[src/rtl/registro_etapa_skid.sv]
// registro_etapa_skid: pipeline stage register with valid/ready handshake,
// a one-entry skid buffer, flush, bubble gating of control bits and a
// saturating backpressure counter.
//
// Storage is a main register M (drives the outputs) and a skid register S.
// in_ready is a register: it is computed for the next state. Because of that,
// the upstream stage may present one more entry in the same cycle that M
// stalls, and S catches that entry.
module registro_etapa_skid #(
  parameter int DATA_W = 32,
  parameter int NDATA  = 2,
  parameter int RD_W   = 5,
  parameter int CTRL_W = 3,
  parameter int CNT_W  = 16
) (
  input  logic                    clk,
  input  logic                    rst_n,
  input  logic                    flush,
  input  logic                    in_valid,
  output logic                    in_ready,
  input  logic [NDATA*DATA_W-1:0] in_data,
  input  logic [RD_W-1:0]         in_rd,
  input  logic [CTRL_W-1:0]       in_ctrl,
  output logic                    out_valid,
  input  logic                    out_ready,
  output logic [NDATA*DATA_W-1:0] out_data,
  output logic [RD_W-1:0]         out_rd,
  output logic [CTRL_W-1:0]       out_ctrl,
  output logic [CNT_W-1:0]        stall_cnt
);

  localparam int PAY_W = NDATA * DATA_W;

  // EMPTY: M and S empty; ONE: only M full; TWO: M and S full.
  typedef enum logic [1:0] {
    ST_EMPTY = 2'd0,
    ST_ONE   = 2'd1,
    ST_TWO   = 2'd2
  } state_t;

  state_t            state_p0;
  logic              vld_p0;
  logic [PAY_W-1:0]  m_data_p0;
  logic [RD_W-1:0]   m_rd_p0;
  logic [CTRL_W-1:0] m_ctrl_p0;
  logic [PAY_W-1:0]  s_data_p0;
  logic [RD_W-1:0]   s_rd_p0;
  logic [CTRL_W-1:0] s_ctrl_p0;
  logic [CNT_W-1:0]  stall_cnt_p0;

  logic acc;
  logic drn;
  logic stalled;

  // Saturating increment: the counter sticks at its all-ones value.
  function automatic logic [CNT_W-1:0] sat_inc(input logic [CNT_W-1:0] v);
    logic [CNT_W-1:0] one;
    one = {{(CNT_W-1){1'b0}}, 1'b1};
    if (v == {CNT_W{1'b1}}) begin
      return v;
    end
    return v + one;
  endfunction

  // Handshake events seen this cycle.
  assign acc     = in_valid & in_ready;
  assign drn     = vld_p0 & out_ready;
  assign stalled = vld_p0 & ~out_ready;

  // Entry state machine and payload registers; flush beats every event.
  always_ff @(posedge clk) begin
    if (!rst_n) begin
      state_p0  <= ST_EMPTY;
      in_ready  <= 1'b1;
      vld_p0    <= 1'b0;
      m_data_p0 <= '0;
      m_rd_p0   <= '0;
      m_ctrl_p0 <= '0;
      s_data_p0 <= '0;
      s_rd_p0   <= '0;
      s_ctrl_p0 <= '0;
    end else if (flush) begin
      // Held payload is left in place; it is invisible once vld_p0 drops.
      state_p0 <= ST_EMPTY;
      in_ready <= 1'b1;
      vld_p0   <= 1'b0;
    end else begin
      case (state_p0)
        ST_EMPTY: begin
          in_ready <= 1'b1;
          if (acc) begin
            state_p0  <= ST_ONE;
            vld_p0    <= 1'b1;
            m_data_p0 <= in_data;
            m_rd_p0   <= in_rd;
            m_ctrl_p0 <= in_ctrl;
          end
        end
        ST_ONE: begin
          if (acc && drn) begin
            // Pass-through at full rate: M is replaced as it drains.
            m_data_p0 <= in_data;
            m_rd_p0   <= in_rd;
            m_ctrl_p0 <= in_ctrl;
          end else if (acc) begin
            // M is stalled; park the newcomer in S and stop upstream.
            state_p0  <= ST_TWO;
            in_ready  <= 1'b0;
            s_data_p0 <= in_data;
            s_rd_p0   <= in_rd;
            s_ctrl_p0 <= in_ctrl;
          end else if (drn) begin
            state_p0 <= ST_EMPTY;
            vld_p0   <= 1'b0;
          end
        end
        ST_TWO: begin
          if (drn) begin
            state_p0  <= ST_ONE;
            in_ready  <= 1'b1;
            m_data_p0 <= s_data_p0;
            m_rd_p0   <= s_rd_p0;
            m_ctrl_p0 <= s_ctrl_p0;
          end
        end
        default: begin
          state_p0 <= ST_EMPTY;
          in_ready <= 1'b1;
          vld_p0   <= 1'b0;
        end
      endcase
    end
  end

  // Backpressure counter: survives flush, only reset clears it.
  always_ff @(posedge clk) begin
    if (!rst_n) begin
      stall_cnt_p0 <= '0;
    end else if (stalled) begin
      stall_cnt_p0 <= sat_inc(stall_cnt_p0);
    end
  end

  // Output stage: control bits are forced to zero on bubbles.
  assign out_valid = vld_p0;
  assign out_data  = m_data_p0;
  assign out_rd    = m_rd_p0;
  assign out_ctrl  = vld_p0 ? m_ctrl_p0 : '0;
  assign stall_cnt = stall_cnt_p0;

endmodule

[config.mk]
export PLATFORM = sky130hd
export DESIGN_NAME = registro_etapa_skid
export DESIGN_NICKNAME = d
export VERILOG_FILES = /design/src/rtl/registro_etapa_skid.sv
export SDC_FILE = /design/constraint.sdc
export NUM_CORES = 1
export LEC_CHECK = 0
export ABC_AREA = 1
export BUFFER_PORTS_ARGS = -buffer_cell sky130_fd_sc_hd__buf_4
export CORE_ASPECT_RATIO = 0.5
export CORE_MARGIN = 2
export CORE_UTILIZATION = 55
export DETAILED_ROUTE_END_ITERATION = 16
export HOLD_SLACK_MARGIN = 0.08
export PLACE_DENSITY = 0.81
export SYNTH_ARGS = -nofsm -noshare
export SYNTH_HDL_FRONTEND = slang
export SYNTH_SLANG_ARGS = --single-unit
[constraint.sdc]
create_clock -name clk -period 2.9 [get_ports clk]
set_clock_uncertainty 0.05 [all_clocks]
set_input_delay 0.58 -clock clk [delete_from_list [all_inputs] [get_ports clk]]
set_output_delay 0.58 -clock clk [all_outputs]
set_load 0.01 [all_outputs]
# Yosys cells after proc, flatten, opt, wreduce, memory -nomap -nowiden
# Cells that the tools add are included.
# Widths: inputs -> output; s select.
# classes
add_sub_neg	1
eq_ne	12
muxes	32
n_bitwise	8
n_reduce_logical	10
# ops
cell	count
$mux 64	3
$pmux 64 s3	1
$add 16x1->16 const B	1
$eq 16x16->1 const B	1
$mux 16	1
$ne 2x2->1 const B	8
$mux 5	3
$pmux 5 s3	1
$mux 3	4
$mux 1	10
$mux 2	5
$reduce_and 5->1	2
$pmux 3 s3	1
$reduce_and 4->1	2
$pmux 2 s3	1
$not 1->1	5
$and 1x1->1	3
$ne 3x3->1 const B	1
$pmux 1 s3	1
$reduce_and 3->1	1
$reduce_bool 3->1	1
$eq 2x1->1 const B	1
$eq 2x2->1 const B	1
$logic_not 2->1	1
4 further kinds	4
# word_totals
register_bits	164
in_bits	77
out_inout_bits	90
elab_cells	73

# Logic depth before layout (Yosys ltp)
# depth
depth_word	6
mapped_depth	9
ltp_nobuf	9

# Worst setup path before layout
# No wires, ideal clock.
# synth_timing
path_kind	input-to-reg
startpoint	in in_valid
endpoint	reg m_data_p0[31] (netlist: out_data[31])
setup_ps	113
t_arrival_ps	1465
required_time_ps	2737
slack_ps	1272
stages	9
path_buffers	2
path_cell_list	nand2_1 inv_1 nor2_1 nor2_1 nand3_4 buf_6 buf_6 nor2_1 nor2_1
# synth_between
elab_chain_len	4
word_cells_on_any_way	5
classes_between	2 x eq/ne; 1 x bitwise; 2 x reduce/logical
# synth_lines
item	line	source
start, declared	19	input logic in_valid,
$and 1x1->1 (*)	66	assign acc = in_valid & in_ready;
$logic_and 1x1->1	100	if (acc && drn) begin
$ne 2x2->1 (no line)	-	
$reduce_and 5->1 (no line) (*)	-	
end signal, assigned	94	m_data_p0 <= in_data;
end signal, assigned	102	m_data_p0 <= in_data;
end signal, assigned	121	m_data_p0 <= s_data_p0;
end, declared	43	logic [PAY_W-1:0] m_data_p0;
# Mark *: on every way between the ends. The rest lies on a longest branch, timed or not.
# A chain may end at the register's enable or synchronous reset.

# Final worst setup path
# layout_timing
startpoint	reg vld_p0 (netlist: out_valid)
endpoint	reg s_rd_p0[3]
# layout_between
elab_chain_len	4
# layout_lines
item	line	source
start, declared	42	logic vld_p0;
start signal, assigned	75	vld_p0 <= 1'b0;
start signal, assigned	86	vld_p0 <= 1'b0;
start signal, assigned	93	vld_p0 <= 1'b1;
$and 1x1->1	67	assign drn = vld_p0 & out_ready;
$logic_and 1x1->1	100	
$not 1->1 (no line)	-	
$reduce_and 4->1 (no line)	-	
end signal, assigned	110	s_rd_p0 <= in_rd;
end, declared	47	logic [RD_W-1:0] s_rd_p0;
# No other way between the ends.

==> results.txt <==
row cnt -> 29
Final Hold Viols -> 0
Slew HR -> 53.0%
CTS sink count -> 164
Reg-to-Reg Start -> out_valid$_SDFFE_PP0P_
maxcap violations -> 0
startpoint class of the critical path -> register
fin worst setup slack -> 0.437 ns
first-pass GRT wire length -> 28900 um
Worst path slowest cell -> clkinv_1
Area Overhead vs Synth -> 25.0%
RSZ-0062 raised after global routing -> no
Core Area -> 12900 sq um
design area -> 9300 sq um
Critical Path Stages -> 7
max-slew violations -> 0
antenna viol nets, final -> 0
post-CTS sizing -> 0
Starting Density -> 57.6%
min cycle time layout -> 2.46 ns
Die Span X -> 168 um
buffers plus inverters on the worst setup path -> 2
cell family contributing the most delay on the critical path -> simple AND/OR/NAND/NOR gates
H-tree depth -> 4
pin count of the biggest net entering global routing -> 83
crit-path most repeated cell -> nor2_1
Cell Pwr Density -> 581 nW/um^2
Cell variety after synth -> 27
hold_buf cts -> 0
max incr delay on CP -> 0.73 ns
Area after DPL -> 8700 sq um
Yosys warnings -> 0
Worst Path Arrival -> 2.70 ns
final setup fails -> 0
worst-margin pin slew -> 0.701 ns
GP Congestion -> 0.870
DIE HEIGHT -> 86.2 um
post-synth top area share -> 44.1%
syn nets -> 1234
CP max FO -> 54
routed length per instance -> 12.0 um
vias in the first global route -> 6367
Hold Path Depth -> 3
Clock Latency Late Sink -> 0.41 ns
Critical Path Source -> out_valid$_SDFFE_PP0P_
I/O Buffers -> 166
reg-to-reg slack, setup -> 0.44 ns
synth top area cells -> dfxtp_1 44%, nand2_1 16%, nor2_1 12%
Nets -> 1366
cell count after synthesis -> 1156
Ant. Diodes -> 0
pre-CTS WS -> 0.298 ns
full die area -> 14500 sq um
Final HPWL DP -> 11800 um
Register-to-Register Path Depth -> 7
clk slew on worst S/H paths -> 0.07 ns
routed vias/inst -> 4.90
Synth Cell Area -> 7440 sq um
drc violations -> 0
fraction of layout cells with a size suffix above 1 -> 16.5%
Tcrit/Tclk final -> 84.9%
critical path cell sequence -> nand2_1 > clkinv_1 > nor2_1 > nand2_4 > clkinv_1 > nor2_1 > nor2_1
DRT Wirelength -> 17600 um
Root Buffer -> clkbuf_16
initial antenna violation count -> 0
peak supply drop -> 0.000352 V
gr ovfl total -> 0
Crit. End Element -> register
Post-Syn Area per Cell -> 6.43 sq um
Req. time, crit path -> 3.14 ns
global-route usage over all layers -> 24.1%
P_leak -> 0.00458 uW
Seq/Total Area, Yosys -> 44.1%
dominant cell type by area after synthesis -> dfxtp_1
via count -> 7213
status -> finished clean
largest buffer count on any clock path -> 2
# Post-CTS Setup Buffers -> 0
CTS tree -> built
DRT Pass-1 Iters -> 5
Hold WS -> 0.383 ns
DR iter-0 viols -> 459
worst r2r dst -> s_rd_p0[3]$_SDFFE_PN0P_
Fin Setup TNS -> 0 ns
flops & latches, synth -> 164
fill count -> 1065
min-delay worst type -> in -> reg
Critical Path End -> s_rd_p0[3]$_SDFFE_PN0P_
num ports -> 167
critical path class -> reg -> reg
TritonCTS Buffers -> 17
f_max -> 406 MHz
==> cell usage after synthesis (all sizes together) <==
| cell | instances |
|---|---|
| a21oi | 58 |
| a31oi | 1 |
| and2 | 3 |
| buf | 30 |
| clkbuf | 32 |
| clkinv | 2 |
| dfxtp | 164 |
| ha | 1 |
| inv | 140 |
| nand2 | 326 |
| nand3 | 13 |
| nand3b | 1 |
| nand4 | 7 |
| nor2 | 248 |
| nor3 | 5 |
| o21ai | 124 |
| xor2 | 1 |
==> how the worst min path moves through the flow <==
| stage | startpoint | endpoint | slack [ns] |
|---|---|---|---|
| floorplan | s_data_p0[40]$_SDFFE_PN0P_ | s_data_p0[40]$_SDFFE_PN0P_ | 0.37 |
| global placement | s_data_p0[39]$_SDFFE_PN0P_ | s_data_p0[39]$_SDFFE_PN0P_ | 0.38 |
| detailed placement | s_data_p0[35]$_SDFFE_PN0P_ | s_data_p0[35]$_SDFFE_PN0P_ | 0.39 |
| CTS | in_data[7] | s_data_p0[7]$_SDFFE_PN0P_ | 0.37 |
| global route | in_data[61] | s_data_p0[61]$_SDFFE_PN0P_ | 0.39 |
| finish | in_data[7] | s_data_p0[7]$_SDFFE_PN0P_ | 0.38 |
==> worst reg2reg max path, delay by kind of cell, from the launching register on <==
kind | cells | cell delay (ns)
and+or+nand+nor | 5 | 1.00
DFF | 1 | 0.44
buffers and inverters | 2 | 0.87
==> metal layers <==
metal,vias to the layer above,GRT usage (%),wire length (um)
li1,3775,-,-
met1,3235,30.7,7920
met2,184,41.9,8490
met3,19,5.25,1000
met4,0,6.90,216
met5,-,0,0
==> stage by stage <==
stage / util (%) / std cells / power [uW]
finish: 72.0 / 1471 / 5400
detailed placement: 67.3 / 1439 / 3180
global placement: 67.3 / 1439 / 3160
global route: 72.0 / 1471 / 5640
CTS: 72.0 / 1471 / 5440
floorplan: - / 1156 / 2880
==> report_power, final <==
part / switching [uW] / total, uW / internal [uW]
registers: 63.7 / 2430 / 2370
clock network: 939 / 2270 / 1330
logic: 389 / 703 / 315
total: 1390 / 5400 / 4010
==> layout by cell type (no fill, tap or decap), drive strengths merged <==
master / synthesis / routed
nand2: 326 / 326
nor2: 248 / 248
buf: 30 / 175
dfxtp: 164 / 164
inv: 140 / 143
o21ai: 124 / 124
a21oi: 58 / 58
clkbuf: 32 / 19
nand3: 13 / 13
nand4: 7 / 7
clkinv: 2 / 7
nor3: 5 / 5
and2: 3 / 3
clkinvlp: 0 / 3
bufinv: 0 / 2
a31oi: 1 / 1
xor2: 1 / 1
nand3b: 1 / 1
ha: 1 / 1
==> state kept, by name, summed over array words and instances (netlist names) <==
name and count:
in_ready 1, m_ctrl_p0 3, out_data 64, out_rd 5, out_valid 1, s_ctrl_p0 3, s_data_p0 64, s_rd_p0 5
stall_cnt 16, state_p0 2
==> final cells by class <==
class / count / area, sq um / area share [%]
clock inverter: 13 / 145 / 1.56
sequential: 164 / 3280 / 35.3
inverter: 142 / 534 / 5.75
tap: 170 / 213 / 2.29
timing repair buffer: 175 / 1380 / 14.8
clock buffer: 19 / 453 / 4.87
multi-input combinational: 788 / 3290 / 35.4
==> logic make-up (layout without fill, tap and decap cells) <==
kind of cell	Yosys count	in the layout	synth area share, %
AOI/OAI and AO/OA	183	183	12.3
xor gates and xnor gates	1	1	0.118
adders and majority gates	1	1	0.168
buffers and inverters	204	349	11.7
DFF	164	164	44.1
and+or+nand+nor	603	603	31.5
Note: power is estimated with default switching activity, not from simulation.
